<file path="src/rtl/conv_mac_pack.sv">
// Multiply/accumulate/pack datapath: LANES operand pairs per beat, cfg_taps beats per neuron,
// rescale/round/saturate/ReLU, then PACK results per output word behind a valid/ready handshake.
`timescale 1ns/1ps
module conv_mac_pack #(
    parameter int LANES = 4,
    parameter int DW    = 16,
    parameter int ACCW  = 40,
    parameter int FRAC  = 8,
    parameter int PACK  = 4
) (
    input  logic                  clk,
    input  logic                  rst_n,
    input  logic                  start,
    input  logic [15:0]           cfg_taps,
    input  logic [15:0]           cfg_neurons,
    input  logic                  cfg_relu,
    input  logic                  in_valid,
    output logic                  in_ready,
    input  logic [LANES*DW-1:0]   ifm,
    input  logic [LANES*DW-1:0]   wgt,
    output logic                  out_valid,
    input  logic                  out_ready,
    output logic [PACK*DW-1:0]    out_data,
    output logic                  out_last,
    output logic                  busy,
    output logic                  done
);

    typedef enum logic [1:0] {IDLE = 2'd0, RUN = 2'd1, FLUSH = 2'd2, DRAIN = 2'd3} state_t;

    localparam int SW  = (PACK > 1) ? $clog2(PACK) : 1;
    localparam int RSH = (FRAC > 0) ? (FRAC - 1) : 0;
    localparam logic signed [ACCW-1:0] RND  = (FRAC > 0) ? ({{(ACCW-1){1'b0}}, 1'b1} << RSH) : {ACCW{1'b0}};
    localparam logic signed [ACCW-1:0] MAXV = {{(ACCW-DW+1){1'b0}}, {(DW-1){1'b1}}};
    localparam logic signed [ACCW-1:0] MINV = {{(ACCW-DW+1){1'b1}}, {(DW-1){1'b0}}};

    state_t                  state_r;
    logic [15:0]             taps_r, neurons_r, tap_cnt_r, neu_cnt_r;
    logic                    relu_r;
    logic                    stall_s, accept_s, first_s, tap_last_s, layer_last_s;

    logic signed [2*DW-1:0]  prod_r [LANES];
    logic                    v1_r, first1_r, last1_r, llast1_r;
    logic signed [ACCW-1:0]  acc_r, fin_r, sum_s, acc_nxt_s, rnd_s, shr_s;
    logic                    v2_r, llast2_r;
    logic [DW-1:0]           sat_s, res_s;
    logic [PACK*DW-1:0]      pack_r, pack_fill_s, word_r;
    logic [SW-1:0]           slot_r;
    logic                    cpl_r, cpl_last_r;

    // A held output word freezes the whole datapath, including the input side.
    assign stall_s      = out_valid && !out_ready;
    assign in_ready     = (state_r == RUN) && !stall_s;
    assign accept_s     = in_valid && in_ready;
    assign first_s      = (tap_cnt_r == 16'd0);
    assign tap_last_s   = (tap_cnt_r == (taps_r - 16'd1));
    assign layer_last_s = tap_last_s && (neu_cnt_r == (neurons_r - 16'd1));

    // Layer control FSM with tap/neuron counters and busy/done flags.
    always_ff @(posedge clk or negedge rst_n) begin
        if (!rst_n) begin
            state_r   <= IDLE;
            taps_r    <= 16'd0;
            neurons_r <= 16'd0;
            tap_cnt_r <= 16'd0;
            neu_cnt_r <= 16'd0;
            relu_r    <= 1'b0;
            busy      <= 1'b0;
            done      <= 1'b0;
        end else if (!stall_s) begin
            done <= 1'b0;
            case (state_r)
                IDLE: begin
                    if (start) begin
                        taps_r    <= (cfg_taps == 16'd0) ? 16'd1 : cfg_taps;
                        neurons_r <= (cfg_neurons == 16'd0) ? 16'd1 : cfg_neurons;
                        relu_r    <= cfg_relu;
                        tap_cnt_r <= 16'd0;
                        neu_cnt_r <= 16'd0;
                        busy      <= 1'b1;
                        state_r   <= RUN;
                    end
                end
                RUN: begin
                    if (accept_s) begin
                        if (tap_last_s) begin
                            tap_cnt_r <= 16'd0;
                            neu_cnt_r <= neu_cnt_r + 16'd1;
                        end else begin
                            tap_cnt_r <= tap_cnt_r + 16'd1;
                        end
                        if (layer_last_s) begin
                            state_r <= FLUSH;
                        end
                    end
                end
                FLUSH: begin
                    if (cpl_r && cpl_last_r) begin
                        state_r <= DRAIN;
                    end
                end
                DRAIN: begin
                    if (out_valid && out_ready) begin
                        state_r <= IDLE;
                        busy    <= 1'b0;
                        done    <= 1'b1;
                    end
                end
                default: state_r <= IDLE;
            endcase
        end
    end

    // Adder tree over the lane products and accumulator update value.
    always_comb begin
        sum_s = {ACCW{1'b0}};
        for (int i = 0; i < LANES; i++) begin
            sum_s = sum_s + {{(ACCW-2*DW){prod_r[i][2*DW-1]}}, prod_r[i]};
        end
        if (first1_r) begin
            acc_nxt_s = sum_s;
        end else begin
            acc_nxt_s = acc_r + sum_s;
        end
    end

    // Post-processing: round-half-up rescale, saturate to DW bits, optional ReLU.
    always_comb begin
        rnd_s = fin_r + RND;
        shr_s = rnd_s >>> FRAC;
        if (shr_s > MAXV) begin
            sat_s = MAXV[DW-1:0];
        end else if (shr_s < MINV) begin
            sat_s = MINV[DW-1:0];
        end else begin
            sat_s = shr_s[DW-1:0];
        end
        if (relu_r && sat_s[DW-1]) begin
            res_s = {DW{1'b0}};
        end else begin
            res_s = sat_s;
        end
    end

    // Slot insertion into the partially filled word; slot 0 sits in the MSBs.
    always_comb begin
        pack_fill_s = pack_r;
        for (int i = 0; i < PACK; i++) begin
            if (slot_r == SW'(i)) begin
                pack_fill_s[(PACK-1-i)*DW +: DW] = res_s;
            end else begin
                pack_fill_s[(PACK-1-i)*DW +: DW] = pack_r[(PACK-1-i)*DW +: DW];
            end
        end
    end

    // Pipeline stages S1 (products), S2 (accumulate), packer and output word register.
    always_ff @(posedge clk or negedge rst_n) begin
        if (!rst_n) begin
            for (int i = 0; i < LANES; i++) begin
                prod_r[i] <= {(2*DW){1'b0}};
            end
            v1_r       <= 1'b0;
            first1_r   <= 1'b0;
            last1_r    <= 1'b0;
            llast1_r   <= 1'b0;
            acc_r      <= {ACCW{1'b0}};
            fin_r      <= {ACCW{1'b0}};
            v2_r       <= 1'b0;
            llast2_r   <= 1'b0;
            pack_r     <= {(PACK*DW){1'b0}};
            word_r     <= {(PACK*DW){1'b0}};
            slot_r     <= {SW{1'b0}};
            cpl_r      <= 1'b0;
            cpl_last_r <= 1'b0;
            out_valid  <= 1'b0;
            out_data   <= {(PACK*DW){1'b0}};
            out_last   <= 1'b0;
        end else if (!stall_s) begin
            v1_r <= accept_s;
            if (accept_s) begin
                for (int i = 0; i < LANES; i++) begin
                    prod_r[i] <= $signed(ifm[(LANES-1-i)*DW +: DW]) * $signed(wgt[(LANES-1-i)*DW +: DW]);
                end
                first1_r <= first_s;
                last1_r  <= tap_last_s;
                llast1_r <= layer_last_s;
            end

            // The final tap of a neuron bypasses the accumulator into the post-processor.
            v2_r     <= v1_r && last1_r;
            llast2_r <= v1_r && llast1_r;
            if (v1_r) begin
                if (last1_r) begin
                    fin_r <= acc_nxt_s;
                    acc_r <= {ACCW{1'b0}};
                end else begin
                    acc_r <= acc_nxt_s;
                end
            end

            cpl_r <= 1'b0;
            if (v2_r) begin
                if ((slot_r == SW'(PACK-1)) || llast2_r) begin
                    word_r     <= pack_fill_s;
                    pack_r     <= {(PACK*DW){1'b0}};
                    slot_r     <= {SW{1'b0}};
                    cpl_r      <= 1'b1;
                    cpl_last_r <= llast2_r;
                end else begin
                    pack_r <= pack_fill_s;
                    slot_r <= slot_r + {{(SW-1){1'b0}}, 1'b1};
                end
            end

            if (cpl_r) begin
                out_data  <= word_r;
                out_valid <= 1'b1;
                out_last  <= cpl_last_r;
            end else if (out_valid && out_ready) begin
                out_valid <= 1'b0;
                out_last  <= 1'b0;
            end
        end
    end

endmodule

</file>
<file path="config.mk">
export PLATFORM = sky130hd
export DESIGN_NAME = conv_mac_pack
export DESIGN_NICKNAME = d
export VERILOG_FILES = /design/src/rtl/conv_mac_pack.sv
export SDC_FILE = /design/constraint.sdc
export NUM_CORES = 2
export LEC_CHECK = 0
export BUFFER_PORTS_ARGS = -buffer_cell sky130_fd_sc_hd__buf_4
export CAP_MARGIN = 5
export CORE_MARGIN = 8
export CORE_UTILIZATION = 35
export CTS_BUF_LIST = sky130_fd_sc_hd__clkbuf_16
export CTS_CLUSTER_DIAMETER = 100
export DETAILED_ROUTE_END_ITERATION = 16
export PLACE_DENSITY_LB_ADDON = 0.08
export SYNTH_ARGS = -nofsm -noshare
export SYNTH_HDL_FRONTEND = slang
export SYNTH_SLANG_ARGS = --single-unit
</file>
<file path="constraint.sdc">
create_clock -name clk -period 6.4 [get_ports clk]
set_input_delay 0.96 -clock clk [delete_from_list [all_inputs] [get_ports clk]]
set_output_delay 0.96 -clock clk [all_outputs]
set_load 0.01 [all_outputs]
</file>
* Word level (Yosys, flattened, before mapping)
Index checks and enable logic that the tools add are counted.
Storage, ports and cells: bits in registers 481, output and inout bits 69, word-level logic and storage cells 126
Cells by class: add/subtract/negate cells 10, $mul 4, magnitude comparators 2, equality and inequality tests 14, muxes and demuxes 35, bitwise operators 1, reductions and logical operators 32
Operator list (count):
- 2-to-1 mux 16 bit | 14
- multiplier 16 x 16 -> 32 bit | 4
- 2-to-1 mux 40 bit | 2
- 2-to-1 mux 64 bit | 1
- case mux 16 bit (2 select lines) | 2
- logical NOT 16 bit | 3
- adder 40 x 35 -> 40 bit | 1
- adder 40 x 9 -> 40 bit (second input constant) | 1
- adder 34 x 32 -> 35 bit | 1
- adder 33 x 32 -> 34 bit | 1
- adder 32 x 32 -> 33 bit | 1
- adder 16 x 1 -> 16 bit (second input constant) | 2
- equality test 16 bit | 2
- > comparator 32 x 16 -> 1 bit (second input constant) | 1
- less-than comparator 32 x 16 -> 1 bit (second input constant) | 1
- subtractor 16 x 1 -> 16 bit (second input constant) | 2
- 2-to-1 mux 2 bit | 6
- inequality test 2 bit (second input constant) | 6
- AND reduction 2 bit | 5
- logical AND 1 bit | 9
- AND reduction 3 bit | 3
- equality test 2 bit (second input constant) | 4
- 2-to-1 mux 1 bit | 8
- case mux 2 bit (4 select lines) | 1
- other kinds (11) | 17

* Longest topological paths before layout
depth after elaboration 8, gate-level depth with buffers 29

* Worst setup path before layout
OpenSTA, ideal clock, no wires.
path type input to register, from input port wgt[17], to register prod_r[63] in the netlist's numbering, library setup time 0.133 ns, arrival 6.790 ns, data required time 6.267 ns, path slack -0.524 ns, cell stages on the path 23, cells stage by stage clkbuf_1 > nand2_1 > fa_1 > inv_1 > fa_1 > inv_1 > fa_1 > inv_1 > fa_1 > inv_1 > fa_1 > fa_1 > inv_1 > ha_1 > a21o_1 > a221o_1 > o21ai_0 > o221ai_1 > a211oi_1 > o21bai_1 > o41a_1 > xnor2_1 > o21ai_0
Between the ends: word-level cells in the longest chain between the ends 1
Ends and longest elaborated chain:
- start: declaration | RTL line 20 | input logic [LANES*DW-1:0] wgt,
- multiplier 16 x 16 -> 32 bit | RTL line 183 | prod_r[i] <= $signed(ifm[(LANES-1-i)*DW +: DW]) * $signed(wgt[(LANES-1-i)*DW +: DW]);
- end signal: indexed assignment | RTL line 161 | prod_r[i] <= {(2*DW){1'b0}};
- end signal: indexed assignment | RTL line 183
- end: declaration | RTL line 42 | logic signed [2*DW-1:0] prod_r [LANES];
No other way between the ends. A chain may end at the register's enable or synchronous reset.

* Worst setup path in the final report
from input port wgt[54], to register prod_r[120] in the netlist's numbering
Same word-level chain as after synthesis.

==> flow_metrics.py <==
metrics = {
    "outcome": {
        "outcome": "completed",
    },
    "clock_network": {
        "clk_pin_slew_ps": 60,
        "cts_sinks": 474,
        "cts_buffer_depth": 3,
        "h-tree-depth": 2,
        "clk_latency_ps": 660,
        "cts-root-buf": "clkbuf_16",
        "cts_buffers": 56,
        "tritoncts": "built",
    },
    "critical_path": {
        "rr_worst_depth": 32,
        "reg2reg_from": "prod_r[65]",
        "r2r_slack_ps": 220,
        "arrival_ps": 6700,
        "rr_endpoint": "acc_r[32]",
        "cp_max_fo": 9,
        "end_kind": "flop",
        "path_class": "input port to flop",
        "start_kind": "input port",
        "worst_ep_required_time_ps": 6870,
    },
    "global_routing": {
        "grt_pass1_vias": 51787,
        "grt_overflow": 0,
        "grt_start_max_net_pins": 161,
        "grt_pass1_wl_um": 288600,
        "antenna_found_initial": 0,
        "grt.total_usage": 0.1776,
    },
    "floorplanning": {
        "core_um2": 185000,
        "std_cell_rows": 158,
        "start_util": 0.3514,
        "chipWidth_um": 447.0,
        "io_pins": 235,
        "die-area_um2": 199800,
        "die_h_um": 447.0,
    },
    "route": {
        "first_iter_violations": 1938,
        "drc": 0,
        "wl_per_cell_um": 17.14,
        "wirelength_um": 176000,
        "dr.pass1.iters": 5,
        "ant_nets": 0,
        "via_per_inst": 4.687,
        "vias": 48139,
    },
    "timing": {
        "drv_slew": 0,
        "setup_slack_ps": 166.3,
        "tightest_slew_ps": 1153,
        "slew_headroom": 0.2316,
        "setup_viol": 0,
        "fmax_mhz": 160.4,
        "fin_skew_ps": 60.06,
        "rsz0062_at_grt": "true",
        "fin_crit_sh": 0.9740,
        "fin_crit_ps": 6234,
        "tns_ps": 0,
        "finalHoldViolCount": 0,
    },
    "layout": {
        "finalNonFillerCells": 10271,
        "syn_to_final_growth_pct": 18.65,
        "layout-drive-gt1-share": 0.1635,
        "diodes": 0,
        "design_area_um2": 77160,
        "layout.nets": 9445,
    },
    "synth": {
        "syn_area_um2": 65030,
        "synth_seq_area_share": 0.1824,
        "synth.avg_cell_area_um2": 9.257,
        "syn_nets": 8723,
        "synthCells": 7025,
        "synth-seq-cells": 474,
        "yosys_warnings": 0,
        "yosysUniqueCellTypes": 84,
        "synthTopCellsByArea": "fa_1, dfrtp_1, inv_1",
        "synth_top_area_cell": "fa_1",
        "ys.flop_type": "dfrtp_1",
        "synth_commonest_cells": "inv_1, fa_1, nand2_1",
        "yosysMostFrequentCell": "inv_1",
        "synthArstFlopShare": 1.000,
        "synth_edf_count": 0,
        "yosysTopAreaCellShare": 0.3429,
    },
    "job": {
        "maxCapViolCount": 0,
    },
    "place": {
        "placed_area_um2": 74710,
        "place.detailed.hpwl_um": 148200,
        "gp_congestion": 0.8342,
        "place_inst": 10160,
        "dp_slack_ps": -510.6,
        "io_buffers": 234,
    },
    "min_path": {
        "hold_path.class": "input port to asynchronous set/reset pin",
    },
}
layout make-up:
type / count / area, um2
clock buffers: 56 / 1401
clock inverters: 46 / 391.6
fillers: 18557 / 107900
inverters: 1462 / 5488
multi-input cells: 4838 / 47480
flip-flops and latches: 474 / 11860
well taps: 2480 / 3103
repair buffers: 915 / 7435
worst max path at each step:
stage	start	end	slack [ps]	cells past startpoint
finish	wgt[54]	prod_r[120]	170	23
global route	prod_r[65]	acc_r[32]	-110	32
CTS	prod_r[34]	fin_r[37]	4	28
detailed placement	wgt[17]	prod_r[63]	-510	24
global placement	wgt[2]	prod_r[29]	-490	23
floorplan	ifm[21]	prod_r[63]	-60	23
what timing repair did:
action,CTS,global route
pin swaps,3,56
setup buffers,0,10
gates resized for setup,12,136
endpoints found under the setup margin,24,52
hold buffers,0,0
state kept, by name, indices dropped and copies added, names as in the netlist, 2 cells and up:
name / count
acc_r: 40
fin_r: 33
neu_cnt_r: 16
neurons_r: 16
out_data: 64
pack_r: 64
prod_r: 128
slot_r: 2
state_r: 2
tap_cnt_r: 16
taps_r: 16
word_r: 64
critical path: stages:
cell	delay, ps
buf_12	110
nand2_4	50
fa_1	540
inv_2	40
fa_1	540
inv_2	40
fa_1	530
fa_1	460
fa_1	530
fa_1	570
inv_2	60
ha_4	210
a21o_1	170
a21o_1	160
a21oi_2	170
o21ai_2	90
a211oi_2	340
nor3_2	100
o21bai_4	190
or4_4	440
a31oi_4	160
xor2_1	160
o21ai_1	70
kinds of logic after synthesis:
group	Yosys count	synth area share
compound gates	970	0.08937
xor+xnor	289	0.03892
fa+ha+maj	1532	0.4234
buf+inv	1713	0.09915
flops	474	0.1824
mux	156	0.02647
simple gates	1891	0.1403
metal layers:
metal / wire length [um] / vias to the layer above / part of all wire / track usage
li1: - / 23147 / - / -
met1: 83620 / 24360 / 0.48 / 0.2490
met2: 86160 / 495 / 0.49 / 0.3091
met3: 3782 / 137 / 0.021 / 0.01134
met4: 2467 / 0 / 0.014 / 0.02704
met5: 0 / - / 0 / 0
per-stage QoR:
step,utilization,hold WS (ps)
floorplan,-,441.9
global placement,0.4038,455.5
detailed placement,0.4038,462.5
CTS,0.4137,343.6
global route,0.4170,373.3
finish,0.4170,336.3
layout by cell type (no fill, tap or decap), types with 13 or more instances in the layout:
| cell | count |
|---|---|
| mux2i_1 | 28 |
| nor3_1 | 47 |
| dfrtp_1 | 473 |
| a21oi_2 | 25 |
| xnor2_1 | 164 |
| o21ai_1 | 27 |
| o21a_1 | 30 |
| inv_1 | 1465 |
| clkbuf_16 | 56 |
| nor3b_1 | 63 |
| fa_1 | 1106 |
| xor2_1 | 121 |
| a21oi_1 | 220 |
| a31oi_1 | 24 |
| nand3_1 | 40 |
| a211oi_1 | 13 |
| nand4_1 | 28 |
| ha_1 | 406 |
| nand2b_1 | 57 |
| mux2_2 | 128 |
| buf_4 | 864 |
| nor2_1 | 180 |
| buf_12 | 41 |
| and2_1 | 411 |
| o21bai_1 | 37 |
| or3_1 | 15 |
| o21ai_0 | 347 |
| nor2b_1 | 22 |
| a21o_1 | 100 |
| and3_1 | 32 |
| a22o_1 | 18 |
| nor4_1 | 20 |
| nand2_1 | 912 |
Power is not shown: default switching activity piles up to over one toggle a cycle in this logic, so the estimate is an artifact.
